### config.mk
export PLATFORM = sky130hd
export DESIGN_NAME = mux_sel_rr_flat
export DESIGN_NICKNAME = d
export VERILOG_FILES = /design/src/rtl/mux_sel_rr_if.sv /design/src/rtl/mux_sel_rr.sv /design/src/flat_wrapper.sv
export SDC_FILE = /design/constraint.sdc
export NUM_CORES = 1
export LEC_CHECK = 0
export ABC_AREA = 1
export BUFFER_PORTS_ARGS = -buffer_cell sky130_fd_sc_hd__buf_2
export CORE_MARGIN = 8
export CORE_UTILIZATION = 57
export CTS_CLUSTER_DIAMETER = 30
export DETAILED_ROUTE_END_ITERATION = 16
export PLACE_DENSITY = 0.85
export SYNTH_ARGS = -nofsm -noshare
export SYNTH_HDL_FRONTEND = slang
export SYNTH_SLANG_ARGS = --single-unit
### constraint.sdc
create_clock -name clk -period 3 [get_ports clk]
set_clock_uncertainty 0.05 [all_clocks]
set_input_delay 0.6 -clock clk [delete_from_list [all_inputs] [get_ports clk]]
set_output_delay 0.6 -clock clk [all_outputs]
set_load 0.01 [all_outputs]
### src/rtl/mux_sel_rr_if.sv
// Downstream sample stream of the round-robin select sequencer.
// The master (sequencer) presents a sampled mux output with its channel tag.
// The slave (consumer) accepts it with out_ready.
interface mux_sel_rr_if;
  logic       out_valid;
  logic       out_ready;
  logic [2:0] out_data;
  logic [2:0] out_ch;

  modport master (
    output out_valid,
    output out_data,
    output out_ch,
    input  out_ready
  );

  modport slave (
    input  out_valid,
    input  out_data,
    input  out_ch,
    output out_ready
  );
endinterface

### src/rtl/mux_sel_rr.sv
// Round-robin select sequencer for an 8:1, 3-bit channel mux.
// It grants one requesting channel at a time and drives the mux select s.
// It waits SETTLE_CYC cycles and then captures the mux output y_in.
// The captured sample is presented downstream with its channel tag.
// The select s stays frozen for the whole transaction.
//
//   state  | meaning
//   -------+---------------------------------------------------------------
//   IDLE   | no transaction; s keeps its last value; waiting for any req
//   SAMPLE | s frozen, settle counter running; req and out_ready ignored
//   HOLD   | sample presented (out_valid=1); waiting for out_ready
module mux_sel_rr #(
  parameter int unsigned SETTLE_CYC = 1  // legal range 1..15
) (
  input  logic        clk,
  input  logic        rst_n,
  input  logic [7:0]  req,
  input  logic [2:0]  y_in,
  output logic [2:0]  s,
  output logic        busy,
  mux_sel_rr_if.master stream
);

  typedef enum logic [1:0] {
    IDLE   = 2'd0,
    SAMPLE = 2'd1,
    HOLD   = 2'd2
  } state_t;

  // The counter is loaded with SETTLE_CYC-1, so the capture lands exactly
  // SETTLE_CYC edges after the edge that changed s.
  localparam logic [3:0] CNT_LOAD = 4'(SETTLE_CYC - 1);

  state_t     state, state_nxt;
  logic [3:0] cnt, cnt_nxt;
  logic [2:0] last, last_nxt;
  logic [2:0] s_nxt;
  logic       valid_q, valid_nxt;
  logic [2:0] data_q, data_nxt;
  logic [2:0] ch_q, ch_nxt;
  logic       busy_nxt;

  logic [2:0] winner;
  logic [2:0] cand;
  logic       found;

  assign stream.out_valid = valid_q;
  assign stream.out_data  = data_q;
  assign stream.out_ch    = ch_q;

  // Round-robin pick: scan last+1 .. last+8 (mod 8); last itself comes last.
  always_comb begin
    winner = last;
    cand   = '0;
    found  = 1'b0;
    for (int k = 1; k <= 8; k++) begin
      cand = last + 3'(k);
      if (!found && req[cand]) begin
        winner = cand;
        found  = 1'b1;
      end
    end
  end

  // Next-state and next-output logic; every registered value defaults to hold.
  always_comb begin
    state_nxt = state;
    cnt_nxt   = cnt;
    last_nxt  = last;
    s_nxt     = s;
    valid_nxt = valid_q;
    data_nxt  = data_q;
    ch_nxt    = ch_q;

    case (state)
      IDLE: begin
        valid_nxt = 1'b0;
        if (|req) begin
          s_nxt     = winner;
          cnt_nxt   = CNT_LOAD;
          state_nxt = SAMPLE;
        end
      end

      SAMPLE: begin
        if (cnt != 4'd0) begin
          cnt_nxt = cnt - 4'd1;
        end else begin
          data_nxt  = y_in;
          ch_nxt    = s;
          valid_nxt = 1'b1;
          last_nxt  = s;
          state_nxt = HOLD;
        end
      end

      HOLD: begin
        // out_valid is always high here, so out_ready alone marks the handshake.
        // last was already updated at capture, so winner reflects the new pointer.
        if (stream.out_ready) begin
          valid_nxt = 1'b0;
          if (|req) begin
            s_nxt     = winner;
            cnt_nxt   = CNT_LOAD;
            state_nxt = SAMPLE;
          end else begin
            state_nxt = IDLE;
          end
        end
      end

      default: begin
        valid_nxt = 1'b0;
        state_nxt = IDLE;
      end
    endcase

    busy_nxt = (state_nxt != IDLE);
  end

  // State and output registers; reset drops any in-flight sample.
  always_ff @(posedge clk or negedge rst_n) begin
    if (!rst_n) begin
      state   <= IDLE;
      cnt     <= 4'd0;
      last    <= 3'd7;
      s       <= 3'd0;
      valid_q <= 1'b0;
      data_q  <= 3'd0;
      ch_q    <= 3'd0;
      busy    <= 1'b0;
    end else begin
      state   <= state_nxt;
      cnt     <= cnt_nxt;
      last    <= last_nxt;
      s       <= s_nxt;
      valid_q <= valid_nxt;
      data_q  <= data_nxt;
      ch_q    <= ch_nxt;
      busy    <= busy_nxt;
    end
  end

endmodule
### src/flat_wrapper.sv
// flat-port wrapper written by rule: the top's interface ports become plain ports
module mux_sel_rr_flat 
#(
  parameter int unsigned SETTLE_CYC = 1                      
)
  (clk, rst_n, req, y_in, s, busy, stream_out_valid, stream_out_data, stream_out_ch, stream_out_ready);
  mux_sel_rr_if stream_i ();
  input  logic clk;
  input  logic rst_n;
  input  logic [7:0] req;
  input  logic [2:0] y_in;
  output logic [2:0] s;
  output logic busy;
  output wire logic [$bits(stream_i.out_valid)-1:0] stream_out_valid;
  output wire logic [$bits(stream_i.out_data)-1:0] stream_out_data;
  output wire logic [$bits(stream_i.out_ch)-1:0] stream_out_ch;
  input wire logic [$bits(stream_i.out_ready)-1:0] stream_out_ready;
  assign stream_out_valid = stream_i.out_valid;
  assign stream_out_data = stream_i.out_data;
  assign stream_out_ch = stream_i.out_ch;
  assign stream_i.out_ready = stream_out_ready;
  mux_sel_rr #(.SETTLE_CYC(SETTLE_CYC)) u_core (.clk(clk), .rst_n(rst_n), .req(req), .y_in(y_in), .s(s), .busy(busy), .stream(stream_i));
endmodule
== After elaboration in Yosys (flattened, before gate mapping) ==
Cells that the tools add are included.

* Bits of input ports: 14
* Flip-flop bits (word level): 20
* Word-level logic and storage cells: 100
* Output and inout port bits: 11

* Reductions and logical operators: 24
* Add/sub/neg operators: 8
* Equal/unequal tests: 5
* Order comparisons: 8
* Muxes and demuxes: 46
* Bitwise operators: 1

{| class="wikitable"
|+ Operators by type and width
! cell !! number
|-
| 3-bit by 4-bit < comparator with 1-bit output, second input constant || 8
|-
| 3-bit 2-to-1 mux || 10
|-
| 1-bit binary-select mux with 3-bit select || 8
|-
| 1-bit 2-to-1 mux || 18
|-
| 3-bit adder, second input constant || 4
|-
| 4-bit 2-to-1 mux || 3
|-
| 4-bit case mux with 3 select lines || 1
|-
| 8-bit OR reduction || 1
|-
| 1-bit logical AND || 7
|-
| 1-bit logical NOT || 7
|-
| 3-bit by 2-bit adder with 3-bit output, second input constant || 2
|-
| 2-bit 2-to-1 mux || 3
|-
| 2-bit case mux with 3 select lines || 1
|-
| 3-bit case mux with 2 select lines || 1
|-
| 2-bit AND reduction || 3
|-
| 2-bit inequality test, second input constant || 2
|-
| 2-bit nonzero test || 2
|-
| 4-bit nonzero test || 1
|-
| 4-bit by 1-bit subtractor with 4-bit output, second input constant || 1
|-
| 3-bit by 1-bit adder with 3-bit output, second input constant || 1
|-
| 3-bit AND reduction || 1
|-
| 3-bit nonzero test || 1
|-
| 2-bit by 1-bit == test with 1-bit output, second input constant || 1
|-
| 2-bit == test, second input constant || 1
|-
| 4 further kinds || 4
|}

== Depth between registers and ports, before layout ==
* Word-level depth: 28
* Mapped depth: 19
* Mapped depth without buffers: 17

== Worst setup path before layout ==
Ideal clock, no wire load.

* Path type: reg-to-reg
* Start: register u_core.last[0]
* End: register u_core.s[1]
* Data required time: 2.877 ns
* Setup time: 0.073 ns
* Stages on the path, launching flop included: 19
* Period minus slack after synthesis: 2.514 ns
* Slack: 0.486 ns
* Arrival time: 2.391 ns
* Path buffers: 3
* Cells stage by stage: dfstp_2 -> buf_6 -> inv_4 -> buf_8 -> ha_1 -> buf_4 -> inv_1 -> nand3_1 -> nand2_2 -> nand2_1 -> nand2_4 -> nand3_2 -> nor2_4 -> nand4_4 -> nand2_2 -> inv_2 -> nand2_2 -> nand2_2 -> a21oi_2

* Cells in the longest elaborated chain, start to end: 28
* Elaborated cells between the ends (all ways): 55
* Those cells by class: 7 x add/sub; 34 x mux; 14 x reduce/logical

{| class="wikitable"
|+ Ends and longest elaborated chain
! what !! RTL line !! source
|-
| start, declared || mux_sel_rr.sv:36 || <nowiki>logic [2:0] last, last_nxt;</nowiki>
|-
| start signal, assigned || mux_sel_rr.sv:135 || <nowiki>last <= last_nxt;</nowiki>
|-
| 3-bit by 1-bit adder with 3-bit output || mux_sel_rr.sv:57 || <nowiki>cand = last + 3'(k);</nowiki>
|-
| 1-bit binary-select mux with 3-bit select || mux_sel_rr.sv:58 || <nowiki>if (!found && req[cand]) begin</nowiki>
|-
| 1-bit 2-to-1 mux (not written as such) || mux_sel_rr.sv:58 ||
|-
| 1-bit 2-to-1 mux || mux_sel_rr.sv:58 ||
|-
| 1-bit logical NOT || mux_sel_rr.sv:58 ||
|-
| 1-bit logical AND || mux_sel_rr.sv:58 ||
|-
| 1-bit 2-to-1 mux || mux_sel_rr.sv:58 ||
|-
| 1-bit logical NOT || mux_sel_rr.sv:58 ||
|-
| [12 not listed] || - ||
|-
| 1-bit logical AND || mux_sel_rr.sv:58 ||
|-
| 1-bit 2-to-1 mux || mux_sel_rr.sv:58 ||
|-
| 1-bit logical NOT || mux_sel_rr.sv:58 ||
|-
| 1-bit logical AND || mux_sel_rr.sv:58 ||
|-
| 3-bit 2-to-1 mux * || mux_sel_rr.sv:58 ||
|-
| 3-bit 2-to-1 mux * || mux_sel_rr.sv:78, mux_sel_rr.sv:102 ||
|-
| 3-bit 2-to-1 mux || mux_sel_rr.sv:100 || <nowiki>if (stream.out_ready) begin</nowiki>
|-
| 3-bit case mux with 2 select lines * || mux_sel_rr.sv:75 || <nowiki>case (state)</nowiki>
|-
| end signal, assigned || mux_sel_rr.sv:136 || <nowiki>s <= s_nxt;</nowiki>
|-
| end, declared || mux_sel_rr.sv:19 || <nowiki>output logic [2:0] s,</nowiki>
|}

Mark *: on every way between the ends. The rest lies on a longest branch, timed or not. The select of a mux whose other input is x is not followed.
A chain may end at the register's enable or synchronous reset.

== Worst setup path in the final report ==
* Start: register u_core.last[0]
* End: register u_core.s[2]

Same word-level chain as after synthesis.

==> out/qor.txt <==
outcome - complete, no violations
diode count - 0
max-cap viol count - 0
DRC - 0
port bufs - 24
Crit. Startpoint - u_core.last[0]
CP Max Fanout - 11
clock tree buffer depth - 2
Syn. warnings - 0
initial antenna violation count - 0
share of cells above drive strength 1 - 0.322
R2R setup slack - 0.32 ns
htree depth - 1
count of final setup violators - 0
Critical Path Sink Type - flop
routed vias/inst - 5.59
DR WL/cell - 13.6 microns
first-pass GRT wire length - 6630 microns
period utilization - 0.894
Worst Path Required - 3.15 ns
DP Cell Count - 282
sequential cell area - 504 sq um
Netlist cell types - 31
Worst-Skew Late Latency - 0.30 ns
routability cong. - 0.997
total global-route track usage - 0.158
post-synthesis area per instance - 7.38 sq um
row cnt - 19
routed vias - 1600
fin crit period - 2.68 ns
sequential area share after synthesis - 0.297
CTS tree - done
Fin Setup TNS - 0 ns
DR pass1 iterations - 4
Fin. Hold Viols - 0
Fill cells - 241
Cell Count, Final, Fillers Out - 286
chip width - 70.6 microns
number of placed I/O pins - 25
Syn Std Cell Area - 1700 sq um
total CTS buffers - 3
Worst Tran Pin Value - 0.421 ns
hold buffers post-CTS - 0
WP data arrival - 2.84 ns
HP Class - input pin to async pin
unrepaired setup endpoints after global routing - no
Starting DRT DRC Count - 99
#FFs+latches synth - 20
max-slew violation count - 0
post-synth top area share - 0.251
root buffer cell - clkbuf_4
Reg2Reg Depth - 16
post-synth net total - 248
post-cts resize count - 0
Starting Density - 0.610
Die Height - 70.6 microns
P&R area growth vs syn - 9.88%
TritonCTS Sinks - 20
number of global-route vias before repair - 1562
Rel. slew slack - 0.719
WS Path Type - flop to flop
f_max - 373 MHz
post-synthesis cell type with the largest combined area - dfrtp_1
hold_ws - 0.162 ns
largest cells by area after synthesis - dfrtp_1 (25%), nand2_1 (15%), nand3_2 (7.1%), nand3_1 (6.8%), inv_1 (4.9%)
Syn Inst Count - 230
number of setup buffers added after CTS - 0
core area - 2780 sq um
Nets - 274
largest net degree at the start of global routing - 21
Reg-to-Reg Start - u_core.last[0]
Multi-input gate area - 1030 sq um
Clk pin slew, worst setup/hold paths - 0.11 ns
Post-DRT Antenna Nets - 0
hpwl dp - 3180 microns
full die area - 4980 sq um
Routed WL - 3900 microns
fin util - 0.670
Congestion Overflow GR - 0
Setup crit start kind - flop
==> final timing paths <==
| kind | end |
|---|---|
| worst min register to register | u_core.stream.out_data[1] |
| worst max-delay path | u_core.s[2] |
| max in group asynchronous | u_core.last[0] |
| worst max register to register | u_core.s[2] |
| min in group clk | u_core.stream.out_data[1] |
| worst min-delay path | u_core.stream.out_data[1] |
==> kinds of logic (layout without fill, tap and decap cells) <==
kind of cell / after synthesis / after routing / synth area share
fa+ha+maj: 4 / 4 / 0.0295
compound gates: 20 / 20 / 0.0649
xor+xnor: 2 / 2 / 0.0192
buf+inv: 35 / 60 / 0.0951
flops: 20 / 20 / 0.297
simple gates: 149 / 149 / 0.494
==> layout by cell type, fill, tap and decap left out, types with 4 or more instances in the layout <==
cell / synthesis / layout
a21oi_1: 5 / 5
buf_2: 1 / 24
dfrtp_1: 17 / 17
ha_1: 4 / 4
inv_1: 22 / 22
inv_2: 6 / 6
nand2_1: 70 / 70
nand2_2: 11 / 11
nand2_4: 5 / 5
nand3_1: 23 / 23
nand3_2: 12 / 12
nand4_1: 5 / 5
nor2_1: 12 / 12
o21ai_0: 10 / 10
==> routing by layer <==
layer	share of wire	global-route usage	up-vias
li1	-	-	791
met1	0.41	0.171	744
met2	0.51	0.284	48
met3	0.047	0.0391	17
met4	0.037	0.0744	0
met5	0	0	-
==> area by class of cell <==
type / instances / area share
well taps: 31 / 0.0208
multi-input cells: 175 / 0.553
inverters: 29 / 0.0597
clock buffers: 4 / 0.0195
flip-flops and latches: 20 / 0.270
repair buffers: 27 / 0.0765
==> synthesized netlist by cell type <==
library cell and n:
o21bai_1 2, nor2_4 3, dfrtp_1 17, nand2_4 5, inv_1 22, buf_4 2
nand4_2 1, nand4_1 5, o22ai_1 1, nor4_1 1, buf_2 1, nand3_1 23
nand3_2 12, ha_1 4, xnor2_2 2, o21ai_0 10, nand2_1 70, clkbuf_1 1
dfstp_2 3, o21ai_1 1, nand4_4 1, nand2_2 11, a21oi_1 5, inv_4 1
buf_6 1, nor2_1 12, a21oi_2 1, inv_2 6, nand3_4 3, buf_8 1
nor2_2 2
==> flip-flops by register name, summed over array words and instances, names as in the netlist <==
name / cells
u_core.cnt: 4
u_core.last: 3
u_core.stream.out_valid: 1
u_core.stream.out_data: 3
u_core.s: 3
u_core.busy: 1
u_core.stream.out_ch: 3
u_core.state: 2
==> worst max-delay path, stage by stage, from the launching register on <==
cell and delay (ns):
dfstp_2 0.66, inv_4 0.13, ha_1 0.40, inv_1 0.21, nand3_1 0.14, nand2_2 0.11
nand2_1 0.09, nand2_4 0.11, nand3_2 0.10, nor2_4 0.15, nand2_1 0.07, nand2_1 0.08
nor2_1 0.04, nand2_1 0.06, nand3_1 0.06, nand3_1 0.07, nand2_1 0.06
==> metrics by stage <==
stage,setup slack (ns),instance area (sq um)
3_5_place_dp,0.377,1830
3_3_place_gp,0.444,1830
2_1_floorplan,0.486,1700
4_1_cts,0.360,1860
6_report,0.319,1860
5_1_grt,0.133,1860
Power is left out: the tool's default activity adds up to more than one toggle a clock period on the data nets, which glitch-free logic cannot reach.
